==> config.mk <==
export PLATFORM = sky130hd
export DESIGN_NAME = sent_sched
export DESIGN_NICKNAME = d
export VERILOG_FILES = /design/src/rtl/sent_pkg.sv /design/src/rtl/sent_rr_arb.sv /design/src/rtl/sent_sched.sv
export SDC_FILE = /design/constraint.sdc
export NUM_CORES = 1
export LEC_CHECK = 0
export CAP_MARGIN = 5
export CORE_ASPECT_RATIO = 1.2
export CORE_MARGIN = 4
export CORE_UTILIZATION = 35
export DETAILED_ROUTE_END_ITERATION = 12
export GPL_ROUTABILITY_DRIVEN = 0
export GPL_TIMING_DRIVEN = 0
export MAX_ROUTING_LAYER = met4
export PLACE_DENSITY = 0.77
export REMOVE_ABC_BUFFERS = 1
export SLEW_MARGIN = 10
export SYNTH_ARGS = -nofsm -noshare
export SYNTH_HDL_FRONTEND = slang
export SYNTH_SLANG_ARGS = --single-unit
==> constraint.sdc <==
create_clock -name clk -period 3 [get_ports clk]
set_input_delay 0.6 -clock clk [delete_from_list [all_inputs] [get_ports clk]]
set_output_delay 0.6 -clock clk [all_outputs]
set_load 0.02 [all_outputs]
==> src/rtl/sent_pkg.sv <==
// Shared types, field widths and configuration limits for the SENT scheduler.
package sent_pkg;

  localparam int unsigned CH_W    = 8;
  localparam int unsigned CTICK_W = 8;
  localparam int unsigned LTICK_W = 8;
  localparam int unsigned PMODE_W = 2;
  localparam int unsigned PLEN_W  = 16;
  localparam int unsigned DATA_W  = 32;
  localparam int unsigned GAP_W   = 4;

  localparam int unsigned CTICK_MIN = 3;
  localparam int unsigned CTICK_MAX = 90;
  localparam int unsigned LTICK_MIN = 4;
  localparam int unsigned PAUSE_MIN = 12;
  localparam int unsigned PAUSE_MAX = 768;

  typedef enum logic [1:0] {
    ST_IDLE      = 2'd0,
    ST_ISSUE_CFG = 2'd1,
    ST_ISSUE_FRM = 2'd2,
    ST_GAP       = 2'd3
  } state_e;

  typedef struct packed {
    logic [CH_W-1:0]    channel;
    logic [CTICK_W-1:0] ctick_len;
    logic [LTICK_W-1:0] ltick_len;
    logic [PMODE_W-1:0] pause_mode;
    logic [PLEN_W-1:0]  pause_len;
    logic               crc_mode;
  } cfg_t;

  // Range check of a host configuration; pause length only matters when pause is enabled.
  function automatic logic cfg_valid(cfg_t c, int unsigned num_ch);
    logic ok;
    ok = (32'(c.channel) < num_ch)
      && (32'(c.ctick_len) >= CTICK_MIN) && (32'(c.ctick_len) <= CTICK_MAX)
      && (32'(c.ltick_len) >= LTICK_MIN);
    if (c.pause_mode != '0) begin
      ok = ok && (32'(c.pause_len) >= PAUSE_MIN) && (32'(c.pause_len) <= PAUSE_MAX);
    end
    return ok;
  endfunction

endpackage

==> src/rtl/sent_rr_arb.sv <==
// Combinational round-robin pick: first asserted request at or after ptr, wrapping.
module sent_rr_arb #(
  parameter int unsigned N     = 4,
  parameter int unsigned IDX_W = 2
) (
  input  logic [N-1:0]     req,
  input  logic [IDX_W-1:0] ptr,
  output logic [IDX_W-1:0] gnt_idx,
  output logic             gnt_vld
);

  always_comb begin
    int unsigned j;
    j       = 0;
    gnt_idx = '0;
    gnt_vld = 1'b0;
    for (int unsigned k = 0; k < N; k++) begin
      j = (32'(ptr) + k) % N;
      if (!gnt_vld && req[IDX_W'(j)]) begin
        gnt_vld = 1'b1;
        gnt_idx = IDX_W'(j);
      end
    end
  end

endmodule

==> src/rtl/sent_sched.sv <==
// Scheduler serialising host config and per-channel frame requests onto the SENT channels.
// Optional saturating statistics counters are enabled by defining SENT_SCHED_STATS_EN.
module sent_sched
  import sent_pkg::*;
#(
  parameter int unsigned NUM_CH  = 4,
  parameter int unsigned MIN_GAP = 2
) (
  input  logic                     clk,
  input  logic                     rst,
  input  logic                     cfg_req,
  input  logic [CH_W-1:0]          cfg_channel,
  input  logic [CTICK_W-1:0]       cfg_ctick_len,
  input  logic [LTICK_W-1:0]       cfg_ltick_len,
  input  logic [PMODE_W-1:0]       cfg_pause_mode,
  input  logic [PLEN_W-1:0]        cfg_pause_len,
  input  logic                     cfg_crc_mode,
  output logic                     cfg_ack,
  output logic                     cfg_err,
  input  logic [NUM_CH-1:0]        frm_req,
  input  logic [DATA_W*NUM_CH-1:0] frm_data,
  output logic [NUM_CH-1:0]        frm_ack,
  input  logic [NUM_CH-1:0]        ch_fifo_full,
  output logic                     sent_config_vld,
  output logic [CH_W-1:0]          sent_config_channel,
  output logic [CTICK_W-1:0]       sent_ctick_len,
  output logic [LTICK_W-1:0]       sent_ltick_len,
  output logic [PMODE_W-1:0]       sent_pause_mode,
  output logic [PLEN_W-1:0]        sent_pause_len,
  output logic                     sent_crc_mode,
  output logic [NUM_CH-1:0]        sent_frame_vld,
  output logic [DATA_W-1:0]        sent_frame_data
`ifdef SENT_SCHED_STATS_EN
  ,
  output logic [15:0]              frm_issued_cnt,
  output logic [7:0]               cfg_err_cnt
`endif
);

  localparam int unsigned IDX_W = (NUM_CH > 1) ? $clog2(NUM_CH) : 1;
  localparam logic [GAP_W-1:0] GAP_LOAD = GAP_W'((MIN_GAP > 0) ? MIN_GAP - 1 : 0);

  state_e              state_q, state_d;
  logic [IDX_W-1:0]    ptr_q, ptr_d;
  logic                lwc_q, lwc_d;
  logic [GAP_W-1:0]    gap_q, gap_d;
  cfg_t                cfg_q, cfg_d;
  logic [DATA_W-1:0]   data_q, data_d;
  logic                cfg_ok_q, cfg_ok_d;
  logic                cfg_err_q, cfg_err_d;
  logic [NUM_CH-1:0]   frm_ack_q, frm_ack_d;

  cfg_t                cfg_in;
  logic [NUM_CH-1:0]   frm_elig;
  logic [IDX_W-1:0]    gnt_idx;
  logic                gnt_vld;
  logic                cfg_win;

  assign cfg_in   = '{channel:    cfg_channel,
                      ctick_len:  cfg_ctick_len,
                      ltick_len:  cfg_ltick_len,
                      pause_mode: cfg_pause_mode,
                      pause_len:  cfg_pause_len,
                      crc_mode:   cfg_crc_mode};
  assign frm_elig = frm_req & ~ch_fifo_full;

  sent_rr_arb #(
    .N     (NUM_CH),
    .IDX_W (IDX_W)
  ) u_arb (
    .req     (frm_elig),
    .ptr     (ptr_q),
    .gnt_idx (gnt_idx),
    .gnt_vld (gnt_vld)
  );

  // State and output registers; strobes are loaded at the IDLE decision so they show one cycle later.
  always_ff @(posedge clk or posedge rst) begin
    if (rst) begin
      state_q   <= ST_IDLE;
      ptr_q     <= '0;
      lwc_q     <= 1'b0;
      gap_q     <= '0;
      cfg_q     <= '0;
      data_q    <= '0;
      cfg_ok_q  <= 1'b0;
      cfg_err_q <= 1'b0;
      frm_ack_q <= '0;
    end else begin
      state_q   <= state_d;
      ptr_q     <= ptr_d;
      lwc_q     <= lwc_d;
      gap_q     <= gap_d;
      cfg_q     <= cfg_d;
      data_q    <= data_d;
      cfg_ok_q  <= cfg_ok_d;
      cfg_err_q <= cfg_err_d;
      frm_ack_q <= frm_ack_d;
    end
  end

  always_comb begin
    state_d   = state_q;
    ptr_d     = ptr_q;
    lwc_d     = lwc_q;
    gap_d     = gap_q;
    cfg_d     = cfg_q;
    data_d    = data_q;
    cfg_ok_d  = 1'b0;
    cfg_err_d = 1'b0;
    frm_ack_d = '0;
    cfg_win   = cfg_req && (!gnt_vld || !lwc_q);

    case (state_q)
      ST_IDLE: begin
        if (cfg_win) begin
          state_d = ST_ISSUE_CFG;
          lwc_d   = 1'b1;
          if (cfg_valid(cfg_in, NUM_CH)) begin
            cfg_ok_d = 1'b1;
            cfg_d    = cfg_in;
          end else begin
            cfg_err_d = 1'b1;
          end
        end else if (gnt_vld) begin
          state_d = ST_ISSUE_FRM;
          lwc_d   = 1'b0;
          ptr_d   = (gnt_idx == IDX_W'(NUM_CH - 1)) ? '0 : gnt_idx + IDX_W'(1);
          for (int unsigned i = 0; i < NUM_CH; i++) begin
            if (IDX_W'(i) == gnt_idx) begin
              frm_ack_d[i] = 1'b1;
              data_d       = frm_data[i*DATA_W +: DATA_W];
            end
          end
        end
      end
      ST_ISSUE_CFG, ST_ISSUE_FRM: begin
        state_d = (MIN_GAP == 0) ? ST_IDLE : ST_GAP;
        gap_d   = GAP_LOAD;
      end
      ST_GAP: begin
        if (gap_q == '0) begin
          state_d = ST_IDLE;
        end else begin
          gap_d = gap_q - GAP_W'(1);
        end
      end
      default: state_d = ST_IDLE;
    endcase
  end

  assign cfg_ack             = cfg_ok_q;
  assign cfg_err             = cfg_err_q;
  assign frm_ack             = frm_ack_q;
  assign sent_config_vld     = cfg_ok_q;
  assign sent_config_channel = cfg_q.channel;
  assign sent_ctick_len      = cfg_q.ctick_len;
  assign sent_ltick_len      = cfg_q.ltick_len;
  assign sent_pause_mode     = cfg_q.pause_mode;
  assign sent_pause_len      = cfg_q.pause_len;
  assign sent_crc_mode       = cfg_q.crc_mode;
  assign sent_frame_vld      = frm_ack_q;
  assign sent_frame_data     = data_q;

`ifdef SENT_SCHED_STATS_EN
  // Counters follow the visible strobes, so a transaction lost to reset is not counted.
  always_ff @(posedge clk or posedge rst) begin
    if (rst) begin
      frm_issued_cnt <= '0;
      cfg_err_cnt    <= '0;
    end else begin
      if ((|frm_ack_q) && (frm_issued_cnt != 16'hFFFF)) begin
        frm_issued_cnt <= frm_issued_cnt + 16'd1;
      end
      if (cfg_err_q && (cfg_err_cnt != 8'hFF)) begin
        cfg_err_cnt <= cfg_err_cnt + 8'd1;
      end
    end
  end
`endif

endmodule
==> results of run 1 <==
-- cell usage in the layout, fill, tap and decap left out, types with 2 or more instances in the layout --
cell type        count
mux2_1               3
nor3_1               3
nor4_1               5
o21a_1               2
clkbuf_16            9
mux2_2               5
a21oi_1             37
xor2_1               2
inv_1                7
nor2b_2              2
buf_12               5
dfrtp_1             90
o21ai_0             35
buf_4                5
clkdlybuf4s50_1    267
nor2_1              44
nor2b_1             10
ha_2                 3
nand2_1             40
mux2i_1             64
ha_1                 5
nand2b_1             3
and2_1               4
inv_6                2
mux2_4              30
a21o_1               2
-- worst max-delay path by stage --
stage,depth (start not counted),to,from
4_1_cts,12,sent_frame_data[13],frm_req[1]
3_5_place_dp,7,sent_pause_len[10],frm_req[3]
5_1_grt,12,sent_frame_data[13],frm_req[0]
3_3_place_gp,6,ptr_q[0],frm_req[1]
6_report,7,sent_pause_mode[1],cfg_pause_len[12]
2_1_floorplan,5,ptr_q[0],frm_req[1]
-- layer usage --
layer  vias to the layer above  GRT usage (%)  part of all wire (%)
li1                       2091              -                     -
met1                      1993           21.9                    38
met4                         0           7.05                   2.3
met5                         -              -                     0
met3                        25           5.03                   9.4
met2                       235           32.9                    50
-- layout make-up --
type                            count  area [sq um]  share of cell area, %
Timing Repair Buffer              278          2840                   35.5
Multi-Input combinational cell    321          2370                   29.6
Sequential cell                    90          2250                   28.1
Clock buffer                       11           243                   3.03
Tap cell                          168           210                   2.63
Clock inverter                      5          60.1                  0.750
Inverter                            8          32.5                  0.407
-- registers in the layout, summed over array words and instances, names as in the netlist --
signal	cells
sent_crc_mode	1
ptr_q	2
lwc_q	1
state_q	2
gap_q	4
cfg_ack	1
sent_ltick_len	8
sent_pause_len	16
frm_ack	4
sent_pause_mode	2
sent_config_channel	8
sent_ctick_len	8
sent_frame_data	32
cfg_err	1
-- metrics by stage --
stage	worst slack, ps	instances
after detailed placement	-725	859
after global routing	43.7	881
after global placement	-2440	853
final	122	881
after floorplan	-886	418
after CTS	57.8	878
-- critical path: cells and delay by family --
kind            cells  cell delay (ps)
compound gates      2              600
buf+inv             2              670
mux                 1              320
simple gates        2              890
-- repair_timing --
| action | CTS | global route |
|---|---|---|
| resized for setup | 4 | 2 |
| buffers inserted | 2 | 3 |
| endpoints found under the setup margin | 37 | 18 |
| gates cloned | 1 | 0 |
| pin swaps | 1 | 1 |
-- cells in the mapped netlist, types with 2 or more instances --
master,count
dfrtp_1,90
mux2i_1,64
nor2_1,45
nand2_1,40
a21oi_1,37
o21ai_0,36
mux2_4,30
clkbuf_1,20
nor2b_1,12
ha_1,8
inv_1,8
nor4_1,6
buf_4,5
mux2_2,5
and2_1,4
buf_12,3
mux2_1,3
nand2b_1,3
nor3_1,3
a21o_1,2
buf_1,2
buf_6,2
o21a_1,2
xor2_1,2
-- where the power goes --
group	switching, mW	internal (mW)	total, mW
Combinational	1.13	1.11	2.24
Sequential	0.169	1.50	1.67
Clock	0.459	0.673	1.13
Total	1.76	3.28	5.04
-- cells by family (layout without fill, tap and decap cells) --
kind of cell	Yosys count	after routing	share of synthesized area (%)
XOR/XNOR	2	2	0.364
adder cells (fa/ha/maj)	8	8	2.08
AND/OR/NAND/NOR	118	119	10.9
AO/OA/AOI/OAI	90	90	10.4
multiplexers	102	102	24.6
flip-flops	90	90	46.8
buffers and inverters	40	302	4.84
==> summary.txt, run 1 <==
Timing
  • RSZ-0062 raised after global routing: no
  • Final TNS setup: 0 ps
  • Slew margin rel.: roughly 50%
  • Worst slew pin tran: about 750 ps
  • Worst hold-check slack: between 500 and 600 ps
  • Final min period: ~2900 ps
  • Endpoints failing setup: 0
  • Final slew viol count: 0
  • Fmax: approximately 350 MHz
  • Final Hold Viols: 0
  • Setup Skew: between 8 and 9 ps
  • Tcrit/Tclk final: a little over nine tenths

Power
  • Power per cell area: ~630 mW/mm^2
  • Pwr Total: a little over 5 mW
  • P_leak: around 3.3 nW
  • Max VDD drop: about 340 uV

Clocking
  • Clk_lat worst skew: ~330 ps
  • CTS Buf Count: 9
  • H-tree levels: 3
  • Num Clock Sinks: 90
  • Clock buffer depth: 2
  • Worst-path clk slew: ~60 ps
  • CTS tree: built
  • Post-CTS Hold Buffers: 0
  • Root Buffer Master: clkbuf_16

Global routing
  • Initial antenna violation count: 0
  • Global Route Usage Sum: about a fifth
  • Number of global-route vias before repair: about 4,700
  • First-pass GRT wire length: around 23,000 microns
  • Largest net degree at the start of global routing: roughly 60
  • Gr ovfl total: 0

Floorplanning
  • # IOs: 268
  • DIE HEIGHT: about 140 microns
  • Die footprint: 0.0157 sq mm
  • Core area: 0.0134 sq mm
  • Die width: ~120 microns
  • Initial Utilization: between 30% and 40%
  • Rows: between 40 and 50

Placement
  • Hpwl dp: between 10,000 and 15,000 microns
  • Placed inst area: about 0.0076 sq mm
  • IO Port Bufs: approximately 270

Run status
  • Run status: completed

Drt
  • Drt drc: 0
  • Initial DRT Pass Iterations: 4
  • Post-route ant nets: 0
  • DR vias: around 4,300
  • Drt total wl: between 10,000 and 15,000 microns
  • 1st-iter DRT viols: between 150 and 200
  • DR WL/cell: approximately 17 microns
  • DR vias/cell: just under 5

Layout
  • Final core occ: roughly three fifths
  • Layout area overhead: 66.4%
  • Finished Cell Area: approximately 0.0080 sq mm
  • Nets@finish: about 900
  • Antenna Cells: 0
  • Fillers: ~1,100
  • Share of cells above drive strength 1: between 10 and 15%

Logic synthesis
  • Main area contributors after synthesis: dfrtp_1 (47%), mux2i_1 (13%), mux2_4 (9.4%)
  • Top_reg_cell synth: dfrtp_1
  • Post-Syn Area: 0.00481 sq mm
  • Post-synth EDFFs: 0
  • Post-synth cell types: 42
  • Mean Syn Cell Area: 10.7 sq um
  • Post-synth top area share: roughly 47%
  • Cell taking the most area after synthesis: dfrtp_1
  • Number of synthesized register bits: 90
  • Sequential share of the synthesized area: between 40 and 50%
  • Post-Synthesis Cells: 450
  • Ys async rst share: between 90% and 100%
  • Ys Warns: 0

Setup path
  • Crit Path Max Fanout: 10
  • Slowest cell on crit path: or4_1
  • Crit Path Class: in2reg
  • Worst stage delay on the critical path: just under 600 ps
  • Reg2Reg Depth: 10
  • CP Capture Type: register
  • R2r setup slk: 670 ps
  • Worst path required time: roughly 3200 ps
  • CP arrival: between 3000 and 4000 ps
  • RR Endpoint: sent_frame_data[13]
  • Critical Path Source Type: input pin
  • CP cell instances: clkdlybuf4s50_1 -> or4_1 -> a2111o_1 -> o22ai_1 -> and4_4 -> buf_4 -> mux2_4
  • Reg2reg start: ptr_q[1]

Min path
  • Min-delay worst type: reg2reg
  • Worst Hold Path EP: sent_config_channel[2]
  • Hold_sp: sent_config_channel[2]
  • Hold path depth: 1

Job
  • MaxCap Viol Count: 0
Note: power is estimated with default switching activity, not from simulation.
==> run 2, diff against run 1 <==
--- a/config.mk
+++ b/config.mk
@@ -5,6 +5,7 @@
 export SDC_FILE = /design/constraint.sdc
 export NUM_CORES = 1
 export LEC_CHECK = 0
+export ABC_CLOCK_PERIOD_IN_PS = 3000
 export CAP_MARGIN = 5
 export CORE_ASPECT_RATIO = 1.2
 export CORE_MARGIN = 4
==> results of run 2 <==
Same layout as run 1: the final DEF is identical, and so are final timing and power.
